==> config.mk <==
export PLATFORM = sky130hd
export DESIGN_NAME = serial_adder
export DESIGN_NICKNAME = d
export VERILOG_FILES = /design/src/rtl/serial_adder_pkg.sv /design/src/rtl/serial_adder_fulladd.sv /design/src/rtl/serial_adder.sv
export SDC_FILE = /design/constraint.sdc
export NUM_CORES = 1
export LEC_CHECK = 0
export BUFFER_PORTS_ARGS = -buffer_cell sky130_fd_sc_hd__buf_2
export CAP_MARGIN = 40
export CORE_MARGIN = 2
export CORE_UTILIZATION = 51
export CTS_BUF_LIST = sky130_fd_sc_hd__clkbuf_8
export DETAILED_ROUTE_END_ITERATION = 10
export HOLD_SLACK_MARGIN = 0.1
export PLACE_DENSITY = 0.75
export SLEW_MARGIN = 10
export SYNTH_ARGS = -nofsm -noshare
export SYNTH_HDL_FRONTEND = slang
export SYNTH_HIERARCHICAL = 1
export SYNTH_SLANG_ARGS = --single-unit
==> constraint.sdc <==
create_clock -name clk -period 1.2 [get_ports clk]
set_input_delay 0.06 -clock clk [delete_from_list [all_inputs] [get_ports clk]]
set_output_delay 0.06 -clock clk [all_outputs]
set_load 0.05 [all_outputs]
==> src/rtl/serial_adder_pkg.sv <==
// Shared types and defaults for the bit-serial adder.
package serial_adder_pkg;

   localparam int DEFAULT_WIDTH = 8;

   typedef enum logic [1:0] {
      ST_IDLE = 2'd0,
      ST_RUN  = 2'd1,
      ST_DONE = 2'd2
   } state_e;

endpackage

==> src/rtl/serial_adder_fulladd.sv <==
// Single-bit full-adder cell, purely combinational.
// Reused once per bit by the serial adder datapath.
module fulladd (
   input  logic a,
   input  logic b,
   input  logic c,
   output logic s,
   output logic co
);

   assign s  = a ^ b ^ c;
   assign co = (a & b) | (a & c) | (b & c);

endmodule

==> src/rtl/serial_adder.sv <==
// Bit-serial two's-complement adder, LSB first through one full-adder cell; ovf port under SERIAL_ADDER_OVF_EN.
// Latency: operands accepted at edge T, result valid after edge T+WIDTH.
// Backpressure: result held in DONE until out_ready; in_ready only in IDLE.
module serial_adder
   import serial_adder_pkg::*;
#(
   parameter int WIDTH = DEFAULT_WIDTH
) (
   input  logic             clk,
   input  logic             rst_n,
   input  logic             in_valid,
   output logic             in_ready,
   input  logic [WIDTH-1:0] a,
   input  logic [WIDTH-1:0] b,
   input  logic             cin,
   output logic             out_valid,
   input  logic             out_ready,
   output logic [WIDTH-1:0] sum,
   output logic             cout
`ifdef SERIAL_ADDER_OVF_EN
   ,
   output logic             ovf
`endif
);

   localparam int CW = $clog2(WIDTH);

   state_e           state;
   logic [WIDTH-1:0] a_sh;
   logic [WIDTH-1:0] b_sh;
   logic [WIDTH-1:0] sum_sh;
   logic [CW-1:0]    cnt;
   logic             carry;
   logic             fa_s;
   logic             fa_co;
   logic             last_bit;

   assign last_bit = (cnt == CW'(WIDTH - 1));

   fulladd u_fa (
      .a  (a_sh[0]),
      .b  (b_sh[0]),
      .c  (carry),
      .s  (fa_s),
      .co (fa_co)
   );

   always_ff @(posedge clk or negedge rst_n) begin
      if (!rst_n) begin
         state  <= ST_IDLE;
         a_sh   <= '0;
         b_sh   <= '0;
         sum_sh <= '0;
         cnt    <= '0;
         carry  <= 1'b0;
      end else begin
         case (state)
            ST_IDLE: begin
               if (in_valid) begin
                  a_sh  <= a;
                  b_sh  <= b;
                  carry <= cin;
                  cnt   <= '0;
                  state <= ST_RUN;
               end
            end
            ST_RUN: begin
               // Sum bits enter at the MSB so bit 0 lands in place after WIDTH shifts.
               sum_sh <= {fa_s, sum_sh[WIDTH-1:1]};
               a_sh   <= a_sh >> 1;
               b_sh   <= b_sh >> 1;
               carry  <= fa_co;
               cnt    <= cnt + 1'b1;
               if (last_bit) begin
                  state <= ST_DONE;
               end
            end
            ST_DONE: begin
               if (out_ready) begin
                  state <= ST_IDLE;
               end
            end
            default: state <= ST_IDLE;
         endcase
      end
   end

`ifdef SERIAL_ADDER_OVF_EN
   logic msb_cin;

   // Carry into the MSB; differs from carry out exactly on signed overflow.
   always_ff @(posedge clk or negedge rst_n) begin
      if (!rst_n) begin
         msb_cin <= 1'b0;
      end else if (state == ST_RUN && last_bit) begin
         msb_cin <= carry;
      end
   end

   assign ovf = msb_cin ^ carry;
`endif

   assign in_ready  = (state == ST_IDLE);
   assign out_valid = (state == ST_DONE);
   assign sum       = sum_sh;
   assign cout      = carry;

endmodule

# After elaboration in Yosys (flattened, before gate mapping)
# Cells that the tools add are included.
[totals]
register_bits = 30
input_bits = 21
output_inout_bits = 11
word_cells = 36
[op_classes]
addsub = 1
n_eq_ne = 6
muxes = 12
n_bitwise = 7
reduce_logical = 4
[ops]
columns = ["operator", "count"]
rows = [
  ["case mux 8 bit (2 select lines)", 2],
  ["two-way mux 8 bit", 2],
  ["two-way mux 2 bit", 3],
  ["case mux 2 bit (3 select lines)", 1],
  ["case mux 3 bit (2 select lines)", 1],
  ["inequality test 2 bit, second input constant", 2],
  ["adder 3 x 1 -> 3 bit, second input constant", 1],
  ["AND 1 bit", 3],
  ["== test 3 bit, second input constant", 1],
  ["two-way mux 3 bit", 1],
  ["AND reduction 3 bit", 1],
  ["== test 2 x 1 -> 1 bit, second input constant", 1],
  ["== test 2 bit, second input constant", 1],
  ["logical NOT 2 bit", 1],
  ["inequality test 2 x 1 -> 1 bit, second input constant", 1],
  ["OR 1 bit", 2],
  ["case mux 1 bit (2 select lines)", 1],
  ["AND reduction 2 bit", 1],
  ["nonzero test 2 bit", 1],
  ["bitwise XOR 1 bit", 2],
  ["two-way mux 1 bit", 1],
]

# Depth between registers and ports, before layout
# Gate-level depths: netlist (run 1).
[logic_depth]
depth_word = 4
mapped_depth = 5
ltp_nobuf = 4

# Modules after synthesis
# Netlist (run 1), hierarchy kept.
[modules_own_cells]
columns = ["module", "n_inst", "cells_each", "area_each_um2", "seq_area_each_um2"]
rows = [
  ["serial_adder", 1, 121, 1566.5, 750.7],
  ["fulladd", 1, 1, 20.0, 0.0],
]

# Worst setup path after synthesis (run 1)
# Ideal clock, no wire load.
[synth_timing]
path_kind = "reg-to-reg"
start = "reg state[0]"
end = "reg state[1]"
setup_ps = 67
t_arrival_ps = 1595
required_time_ps = 1133
slack_ps = -462
stages_incl_launch_ff = 5
path_buffers = 2
period_less_slack_ps = 1662
cell_sequence = "dfrtp_1 buf_6 buf_6 nor2b_1 a22o_1"
[synth_between]
elab_chain_len = 3
word_cells_on_any_way = 8
classes_between = "5 x eq/ne; 1 x mux; 2 x reduce/logical"
[synth_lines]
columns = ["item", "line", "source"]
rows = [
  ["start, declared", "serial_adder.sv:28", "state_e state;"],
  ["start signal, assigned", "serial_adder.sv:50", "state <= ST_IDLE;"],
  ["start signal, assigned", "serial_adder.sv:64", "state <= ST_RUN;"],
  ["start signal, assigned", "serial_adder.sv:75", "state <= ST_DONE;"],
  ["== test 2 bit (*)", "--", ""],
  ["net out_valid", "serial_adder.sv:16", "output logic out_valid,"],
  ["inequality test 2 x 1 -> 1 bit (no source line)", "--", ""],
  ["AND reduction 3 bit (no source line)", "--", ""],
]
# Mark *: on every way through the listed nets, which the timed path passes. The rest lies on a longest branch.
# A chain may end at the register's enable or synchronous reset.

# Worst setup path after layout (run 1)
[layout_timing]
start = "reg state[1]"
end = "reg b_sh[5]"
[layout_between]
elab_chain_len = 3
word_cells_on_any_way = 6
classes_between = "2 x eq/ne; 1 x mux; 3 x reduce/logical"
[layout_lines]
columns = ["item", "line", "source"]
rows = [
  ["== test 2 x 1 -> 1 bit / logical NOT 2 bit (equally long branches)", "serial_adder.sv:57", "case (state)"],
  ["nonzero test 2 bit (no source line) / inequality test 2 bit (equally long branches)", "--", ""],
  ["AND reduction 2 bit (no source line)", "--", ""],
  ["end signal, assigned", "serial_adder.sv:71", "b_sh <= b_sh >> 1;"],
  ["end, declared", "serial_adder.sv:30", "logic [WIDTH-1:0] b_sh;"],
]
# Several ways; a longest one is shown, not always the timed one.

==> results.yml, run 1 <==
timing:
  fin_crit_sh_pct: 111
  setup_ws_ns: -0.134
  fin_hold_ws_ns: 0.111
  period_minus_slack_ns: 1.33
  setup_violations: 29
  maxSlewViolCount: 0
  relSlewSlack_pct: 72.3
  worstMarginPinSlew_ns: 0.416
  rsz0062_at_grt: "yes"
  skew_ns: 0.00708
  hold_viol_final: 0
  timing.fmax_mhz: 750
die:
  io_pins: 32
  die_x_um: 59.8
  core_area_um2: 3000
  fp.dieArea_um2: 3570
  rows: 20
  fp.dieH_um: 59.8
  start_util_pct: 52.8
yosys:
  synthArstFlopShare_pct: 100
  ys_warn_count: 6
  synth_top_cells_by_area: "dfrtp_1 47%, mux2_2 5.7%, nor3b_1 5.7%"
  yosysTopAreaCell: "dfrtp_1"
  synth_cell_types: 28
  yosysMostFrequentCell: "dfrtp_1"
  synth_nets: 146
  avgSynthCellArea_um2: 13.0
  synthCells: 122
  syn_area_um2: 1590
  synth_edf_count: 0
  ys_ff_latch: 30
  ys_seq_area_share_pct: 47.3
  synth_common_cells: "30 x dfrtp_1, 12 x nor3b_1, 11 x inv_1, 8 x mux2_2, 7 x buf_6"
  synth_top_area_share_pct: 47.3
  synthFlopType: "dfrtp_1"
clocking:
  worstSkewPairLatency_ns: 0.29
  htree_levels: 2
  cts.root.buffer_cell: "clkbuf_8"
  cts_tree: "done"
  numCtsBuffers: 5
  clockBufferDepth: 2
  clock-sinks: 30
  path_clk_slew_ns: 0.07
cells_and_area:
  n_antenna_cell: 0
  multi_input_area_um2: 902
  layout-drive-gt1-share_pct: 63.1
  area_delta_synth_final_pct: 46.8
  seq_area_um2: 753
  fin_nets: 199
  finish.instance_area_um2: 2330
  num-fill-cells: 181
  fin_util_pct: 77.5
pwr:
  p_per_area_nw_per_um2: 2930
  vdd_drop_max_uv: 1320
  leakage_nw: 1.07
routing:
  via_per_inst: 5.83
  wire_per_inst_um: 18.3
  ant_nets: 0
  wl_mm: 3.83
  dr_total_vias: 1219
  drt_iter0_drc: 65
  route.detailed.drc: 0
  dr.pass1.iters: 4
setup_path:
  cp-start-kind: "flop"
  critical_path_class: "flop to flop"
  critical_path_required_ns: 1.37
  cp.arrival_ns: 1.51
  endpoint_kind: "flop"
  path_max_fanout: 6
status:
  outcome: "finished with violations"
  violations: "negative setup slack"
global_routing:
  grt_pass1_wl_mm: 5.91
  antenna_found_initial: 0
  grt_max_degree: 23
  first_global_vias: 1202
  grt.total_usage_pct: 23.2
  overflow: 0
run:
  maxCapViolCount: 0
placement:
  dp_slack_ns: -0.0829
  io_buffers: 31
  dp_hpwl_mm: 2.23
  postPlaceCellArea_um2: 1810
  routabilityCongestion: 0.759
hold_path:
  holdCritPathClass: "input port to flop"
==> power by group <==
part,total (mW),internal [mW],switching [mW]
logic,3.69,1.83,1.86
registers,1.86,1.51,0.349
clock network,1.28,0.885,0.394
==> logic make-up (layout without fill, tap and decap cells) <==
group	after synthesis	in the layout	share of synthesized area [%]
buffers and inverters	22	75	9.07
adder cells (fa/ha/maj)	3	3	2.84
AND/OR/NAND/NOR	35	36	20.7
multiplexers	9	9	6.31
flip-flops	30	30	47.3
AO/OA/AOI/OAI	23	23	13.7
==> sequential cells by signal (all words and copies together), names as in the netlist <==
| register | flops |
|---|---|
| cout | 1 |
| b_sh | 8 |
| sum | 8 |
| state | 2 |
| cnt | 3 |
| a_sh | 8 |
==> critical path: stages (launching register included) <==
cell and delay (ns):
dfrtp_2 0.44, buf_6 0.14, or4b_1 0.50, o221a_2 0.14
==> routing by layer <==
layer  GRT usage [%]  routed length (um)
met5               0                   0
met4            10.2                  75
met3            6.28                 169
met2            39.4                1930
met1            27.1                1650
==> per-stage QoR <==
| step | power (mW) | TNS [ns] | instances |
|---|---|---|---|
| after global routing | 7.21 | -3.32 | 209 |
| after CTS | 6.35 | -1.42 | 207 |
| after floorplan | 3.97 | -0.232 | 122 |
| after detailed placement | 4.53 | -1.23 | 187 |
| after global placement | 4.41 | -0.613 | 187 |
| final | 6.83 | -2.29 | 209 |
==> worst paths after layout <==
check	to	slack [ns]	cells after the start	from
max	b_sh[5]	-0.13	3	state[1]
min	b_sh[2]	0.11	3	b[2]
max reg2reg	b_sh[5]	-0.13	3	state[1]
min reg2reg	sum[0]	0.51	1	sum[0]
max in group asynchronous	state[1]	0.59	3	rst_n
min in group asynchronous	sum[3]	0.20	2	rst_n
==> timing repair <==
| action | 4_1_cts | 5_1_grt |
|---|---|---|
| setup endpoints to repair | 26 | 30 |
| resized for setup | 24 | 25 |
| pin swaps | 7 | 4 |
| buffers inserted | 8 | 2 |
| gates cloned | 2 | 0 |
| hold buffers | 2 | 0 |
| hold endpoints to repair | 31 | 0 |
==> cells in the final DEF (no fill, tap or decap), types with 6 or more instances in the layout <==
cell      instances
buf_2            29
dfrtp_1          28
buf_4            12
inv_1            11
a211oi_2         10
nor3b_1           8
buf_6             8
mux2_4            7
clkbuf_8          6
==> area by class of cell <==
| type | count | area share [%] |
|---|---|---|
| multi-input combinational | 71 | 38.7 |
| sequential | 30 | 32.3 |
| timing repair buffer | 56 | 19.2 |
| clock buffer | 6 | 3.55 |
| clock inverter | 2 | 2.58 |
| inverter | 11 | 1.77 |
| tap | 33 | 1.77 |
Note: power is estimated with default switching activity, not from simulation.
==> run 2, diff against run 1 <==
--- a/config.mk
+++ b/config.mk
@@ -7,6 +7,7 @@
 export LEC_CHECK = 0
 export BUFFER_PORTS_ARGS = -buffer_cell sky130_fd_sc_hd__buf_2
 export CAP_MARGIN = 40
+export CORE_ASPECT_RATIO = 2
 export CORE_MARGIN = 2
 export CORE_UTILIZATION = 51
 export CTS_BUF_LIST = sky130_fd_sc_hd__clkbuf_8
==> run 2 against run 1 <==
- the flow still finishes with violations (negative setup slack)
- non-clock buffer count grew 5
- routed wire length grew 7.3%
- count of clock-buffer cells in the layout shrank 1
- cell count grew 0.96%
- clock skew grew 0.0039 ns
- total power shrank 7.9%
- die area grew 0.76%
- register-to-register slack lost 0.03 ns
- sequential share of layout area grew 0.53 points
- critical path depth is the same
- sequential power is essentially flat
- critical endpoint is now b_sh[4]
==> results.yml, run 2 (synthesis results as in run 1) <==
clocking:
  cts_tree: "done"
  htree_levels: 2
  cts.root.buffer_cell: "clkbuf_8"
  clockBufferDepth: 2
  numCtsBuffers: 5
  clock-sinks: 30
  path_clk_slew_ns: 0.07
  worstSkewPairLatency_ns: 0.28
setup_path:
  reg2reg_from: "state[1]"
  cp.arrival_ns: 1.54
  worst-path-buf-inv: 1
  endpoint_kind: "flop"
  critical_path_required_ns: 1.38
  critical_path_class: "flop to flop"
  startpoint: "state[1]"
  path_cells: "buf_6 > or4b_1 > o221a_2"
  cp-start-kind: "flop"
  critical_path.max_stage_delay_ns: 0.52
  slowest_stage: "or4b_1"
  cp_top_family: "simple AND/OR/NAND/NOR gates"
  path_max_fanout: 5
timing:
  setup_violations: 32
  fin_hold_ws_ns: 0.0944
  skew_ns: 0.0110
  timing.fmax_mhz: 735
  relSlewSlack_pct: 70.4
  worstMarginPinSlew_ns: 0.445
  setup_tns_ns: -2.53
  period_minus_slack_ns: 1.36
  rsz0062_at_grt: "yes"
  maxSlewViolCount: 0
  hold_viol_final: 0
  fin_crit_sh_pct: 113
  setup_ws_ns: -0.160
placement:
  dp_hpwl_mm: 2.23
  postPlaceCellArea_um2: 1830
  io_buffers: 31
  dp_cells: 188
  dp_slack_ns: -0.108
  routabilityCongestion: 0.792
die:
  start_util_pct: 53.3
  core_area_um2: 2980
  io_pins: 32
  die_x_um: 43.4
  fp.dieH_um: 82.9
  fp.dieArea_um2: 3600
  rows: 28
global_routing:
  grt_pass1_wl_mm: 6.00
  antenna_found_initial: 0
  overflow: 0
  grt_max_degree: 23
  first_global_vias: 1255
  grt.total_usage_pct: 22.2
status:
  violations: "negative setup slack"
  outcome: "finished with violations"
pwr:
  vdd_drop_max_uv: 1780
  leakage_nw: 1.05
  clkPwrFrac_pct: 12.3
  total_power_mw: 6.29
  power_frac_seq_pct: 29.7
  swShare_pct: 41.4
  p_int_mw: 3.69
  power_switching_mw: 2.60
  p_per_area_nw_per_um2: 2750
  combinationalPowerShare_pct: 57.9
routing:
  dr_total_vias: 1236
  route.detailed.drc: 0
  via_per_inst: 5.86
  wl_mm: 4.11
  drt_iter0_drc: 27
  wire_per_inst_um: 19.5
  ant_nets: 0
  dr.pass1.iters: 3
cells_and_area:
  area_delta_synth_final_pct: 44.4
  n_antenna_cell: 0
  layout-drive-gt1-share_pct: 65.2
  fin_nets: 204
  stdcell_count: 211
  finish.instance_area_um2: 2290
  mostFrequentLayoutCells: "30 x buf_2, 28 x dfrtp_1, 15 x buf_4"
  fin_util_pct: 76.9
  layout_commonest_cell: "buf_2"
run:
  maxCapViolCount: 0
hold_path:
  min_from: "a[0]"
  holdCritPathClass: "input port to flop"
[run 2: cell count changes in the layout (fill, tap and decap cells not counted), sizes merged]
cell / previous run / this run
buf: 53 / 57
bufinv: 2 / 0
clkinv: 0 / 2
inv: 11 / 12
[run 2: path summary, 6_finish.rpt]
kind	end	slack (ns)	depth (start not counted)
max reg2reg	b_sh[4]	-0.16	3
max	b_sh[4]	-0.16	3
max in group asynchronous	a_sh[4]	0.51	3
min in group asynchronous	sum[1]	0.25	2
min	a_sh[0]	0.09	3
min reg2reg	cnt[0]	0.49	1
[run 2: power groups by stage]
stage | Clock [mW] | Combinational (mW) | Sequential (mW)
finish | 0.776 | 3.64 | 1.87
global route | 0.820 | 3.88 | 1.92
CTS | 0.777 | 3.12 | 1.83
detailed placement | 0 | 2.76 | 1.83
global placement | 0 | 2.70 | 1.81
floorplan | 0 | 1.67 | 2.29
[run 2: worst register-to-register path, delay by kind of cell (launching register included)]
family,cells,cell delay (ns)
AO/OA/AOI/OAI,1,0.14
buffers and inverters,1,0.14
flip-flops,1,0.45
AND/OR/NAND/NOR,1,0.52
[run 2: final cells by class]
| cell class | instances | area, um^2 |
|---|---|---|
| multi-input cells | 71 | 871 |
| flip-flops and latches | 30 | 753 |
| fillers | 191 | 687 |
| repair buffers | 61 | 505 |
| clock buffers | 5 | 68.8 |
| inverters | 11 | 41.3 |
| well taps | 30 | 37.5 |
| clock inverters | 3 | 13.8 |
[run 2: routing by layer]
| metal | part of all wire (%) | global-route usage, % | wire (um) | vias to the layer above |
|---|---|---|---|---|
| met5 | 0 | 0 | 0 | - |
| li1 | - | - | - | 574 |
| met4 | 2.5 | 8.26 | 104 | 0 |
| met2 | 59 | 39.8 | 2440 | 27 |
| met3 | 2.5 | 3.91 | 103 | 7 |
| met1 | 35 | 24.8 | 1460 | 628 |
[run 2: timing repair]
item / in CTS / in global routing
cloned: 3 / 2
setup endpoints to repair: 30 / 32
resized for setup: 26 / 22
endpoints found under the hold margin: 31 / 0
hold buffers: 2 / 0
pin swaps: 9 / 4
setup buffers: 4 / 5
==> run 3, diff against run 2 <==
--- a/config.mk
+++ b/config.mk
@@ -7,9 +7,11 @@
 export LEC_CHECK = 0
 export BUFFER_PORTS_ARGS = -buffer_cell sky130_fd_sc_hd__buf_2
 export CAP_MARGIN = 40
+export CELL_PAD_IN_SITES_DETAIL_PLACEMENT = 1
+export CELL_PAD_IN_SITES_GLOBAL_PLACEMENT = 1
 export CORE_ASPECT_RATIO = 2
 export CORE_MARGIN = 2
-export CORE_UTILIZATION = 51
+export CORE_UTILIZATION = 41
 export CTS_BUF_LIST = sky130_fd_sc_hd__clkbuf_8
 export DETAILED_ROUTE_END_ITERATION = 10
 export HOLD_SLACK_MARGIN = 0.1
==> run 3 against run 2 <==
- the run still ends with negative setup slack left
- via count up 0.49%
- first-iteration DRC count decreased by 67%
- combinational power increased by 1%
- non-clock buffer count stayed put
- sequential cell count is the same
- sequential share of layout area did not move
- critical path type unchanged
- critical endpoint is now cnt[0]
- register-to-register slack worse by 0.04 ns
- die area increased by 23%
- largest cell class unchanged
- sequential power is essentially flat
- cell count grew 10%
- worst hold slack better by 0.038 ns
- highest routed layer unchanged
==> results.yml, run 3 (synthesis results as in run 1) <==
hold_path:
  hold_path_depth: 3
  holdCritPathClass: "input port to flop"
global_routing:
  grt_max_degree: 16
  grt.total_usage_pct: 22.8
  overflow: 0
  antenna_found_initial: 0
  first_global_vias: 1376
  grt_pass1_wl_mm: 6.98
clocking:
  numCtsBuffers: 5
  htree_levels: 2
  path_clk_slew_ns: 0.07
  cts.root.buffer_cell: "clkbuf_8"
  clockBufferDepth: 2
  cts_tree: "done"
  clock-sinks: 30
  worstSkewPairLatency_ns: 0.29
setup_path:
  reg2reg_from: "state[1]"
  timing.rr.end: "cnt[0]"
  startpoint: "state[1]"
  endpoint_kind: "flop"
  r2r_cells: 6
  critical_path_required_ns: 1.36
  critical_path.max_stage_delay_ns: 0.42
  cp-start-kind: "flop"
  crit_top_cell: "buf_6"
  path_cells: "buf_6 > buf_6 > buf_6 > o21ba_4 > buf_6 > mux2i_1"
  worst-path-buf-inv: 4
  critical_path_class: "flop to flop"
  path_max_fanout: 8
  cp.arrival_ns: 1.56
  crit_path_end: "cnt[0]"
  cp_top_family: "buffers and inverters"
  slowest_stage: "dfrtp_2"
  rrSetupSlack_ns: -0.20
  cp.depth: 6
timing:
  setup_ws_ns: -0.200
  rsz0062_at_grt: "yes"
  timing.fmax_mhz: 714
  relSlewSlack_pct: 79.2
  fin_crit_sh_pct: 117
  skew_ns: 0.00585
  period_minus_slack_ns: 1.40
  setup_tns_ns: -2.76
  maxSlewViolCount: 0
  worstMarginPinSlew_ns: 0.312
  setup_violations: 31
  hold_viol_final: 0
die:
  start_util_pct: 42.2
  fp.dieArea_um2: 4410
  io_pins: 32
  rows: 32
  core_area_um2: 3760
  fp.dieH_um: 92.0
  die_x_um: 48.0
cells_and_area:
  layout_commonest_cell: "buf_2"
  n_antenna_cell: 0
  mostFrequentLayoutCells: "30 x buf_2, 28 x dfrtp_1, 15 x buf_4"
  layout-drive-gt1-share_pct: 61.9
  fin_nets: 204
  area_delta_synth_final_pct: 44.4
  stdcell_count: 232
pwr:
  leakage_nw: 1.04
  vdd_drop_max_uv: 1850
  p_per_area_nw_per_um2: 2780
status:
  violations: "negative setup slack"
  outcome: "finished with violations"
routing:
  via_per_inst: 5.35
  ant_nets: 0
  drt_iter0_drc: 9
  dr_total_vias: 1242
  wl_met2_mm: 2.51
  wire_per_inst_um: 19.5
  dr.pass1.iters: 4
  drt-met1-wl_mm: 1.76
  route.met3.wl_um: 125
  top_layer_used: "met4"
  wl_mm: 4.52
  route.detailed.drc: 0
placement:
  dp_cells: 208
  routabilityCongestion: 0.730
  dp_hpwl_mm: 2.46
  io_buffers: 31
  dp_slack_ns: -0.153
run:
  maxCapViolCount: 0
==> run 3: changes by cell type in the layout (fill, tap and decap cells not counted), moves of 2 or more <==
cell / before / now
nor3b_1: 4 / 10
nor3b_2: 7 / 2
nor4b_4: 3 / 6
buf_6: 8 / 10
nand2b_4: 1 / 3
nor4b_2: 6 / 4
==> run 3: stage by stage <==
| step | area (um^2) | hold slack, ns | power, mW | utilization (%) |
|---|---|---|---|---|
| after CTS | 2200 | 0.124 | 6.02 | 58.4 |
| after global placement | 1850 | -0.0403 | 4.51 | 49.2 |
| after floorplan | 1610 | -0.236 | 3.97 | - |
| final | 2290 | 0.132 | 6.38 | 60.9 |
| after detailed placement | 1850 | -0.0294 | 4.62 | 49.2 |
| after global routing | 2290 | 0.137 | 6.71 | 60.9 |
==> run 3: layout make-up <==
type                            instances  area [um^2]
Fill cell                             419         1470
Tap cell                               51         63.8
Inverter                               11         41.3
Multi-Input combinational cell         71          871
Clock buffer                            6         82.6
Sequential cell                        30          753
Timing Repair Buffer                   61          470
Clock inverter                          2         8.76
==> run 3: worst min-delay path by stage <==
stage,from,end
global placement,rst_n,b_sh[6]
CTS,a[3],a_sh[3]
detailed placement,rst_n,b_sh[6]
floorplan,rst_n,a_sh[0]
finish,a[3],a_sh[3]
global route,a[6],a_sh[6]
==> run 3: metal layers <==
metal | track usage, % | vias to the layer above
li1 | - | 573
met5 | 0 | -
met3 | 3.15 | 10
met1 | 28.2 | 629
met4 | 10.8 | 0
met2 | 36.9 | 30
==> run 3: worst register-to-register path, stage by stage, from the launching register on <==
cell and delay, ns:
dfrtp_2 0.42, buf_6 0.14, buf_6 0.14, buf_6 0.11
o21ba_4 0.28, buf_6 0.12, mux2i_1 0.08
==> run 3: report_power, final <==
part           leakage, nW  switching, mW  internal (mW)
registers            0.349          0.329           1.51
clock network       0.0524          0.392          0.454
logic                0.636           1.96           1.74
total                 1.04           2.68           3.70
==> run 3: what timing repair did <==
item,in CTS,in global routing
resized for setup,34,15
gates cloned,1,0
setup endpoints to repair,30,32
hold buffers,2,0
hold endpoints to repair,31,0
buffers inserted,10,3
pin swaps,5,4
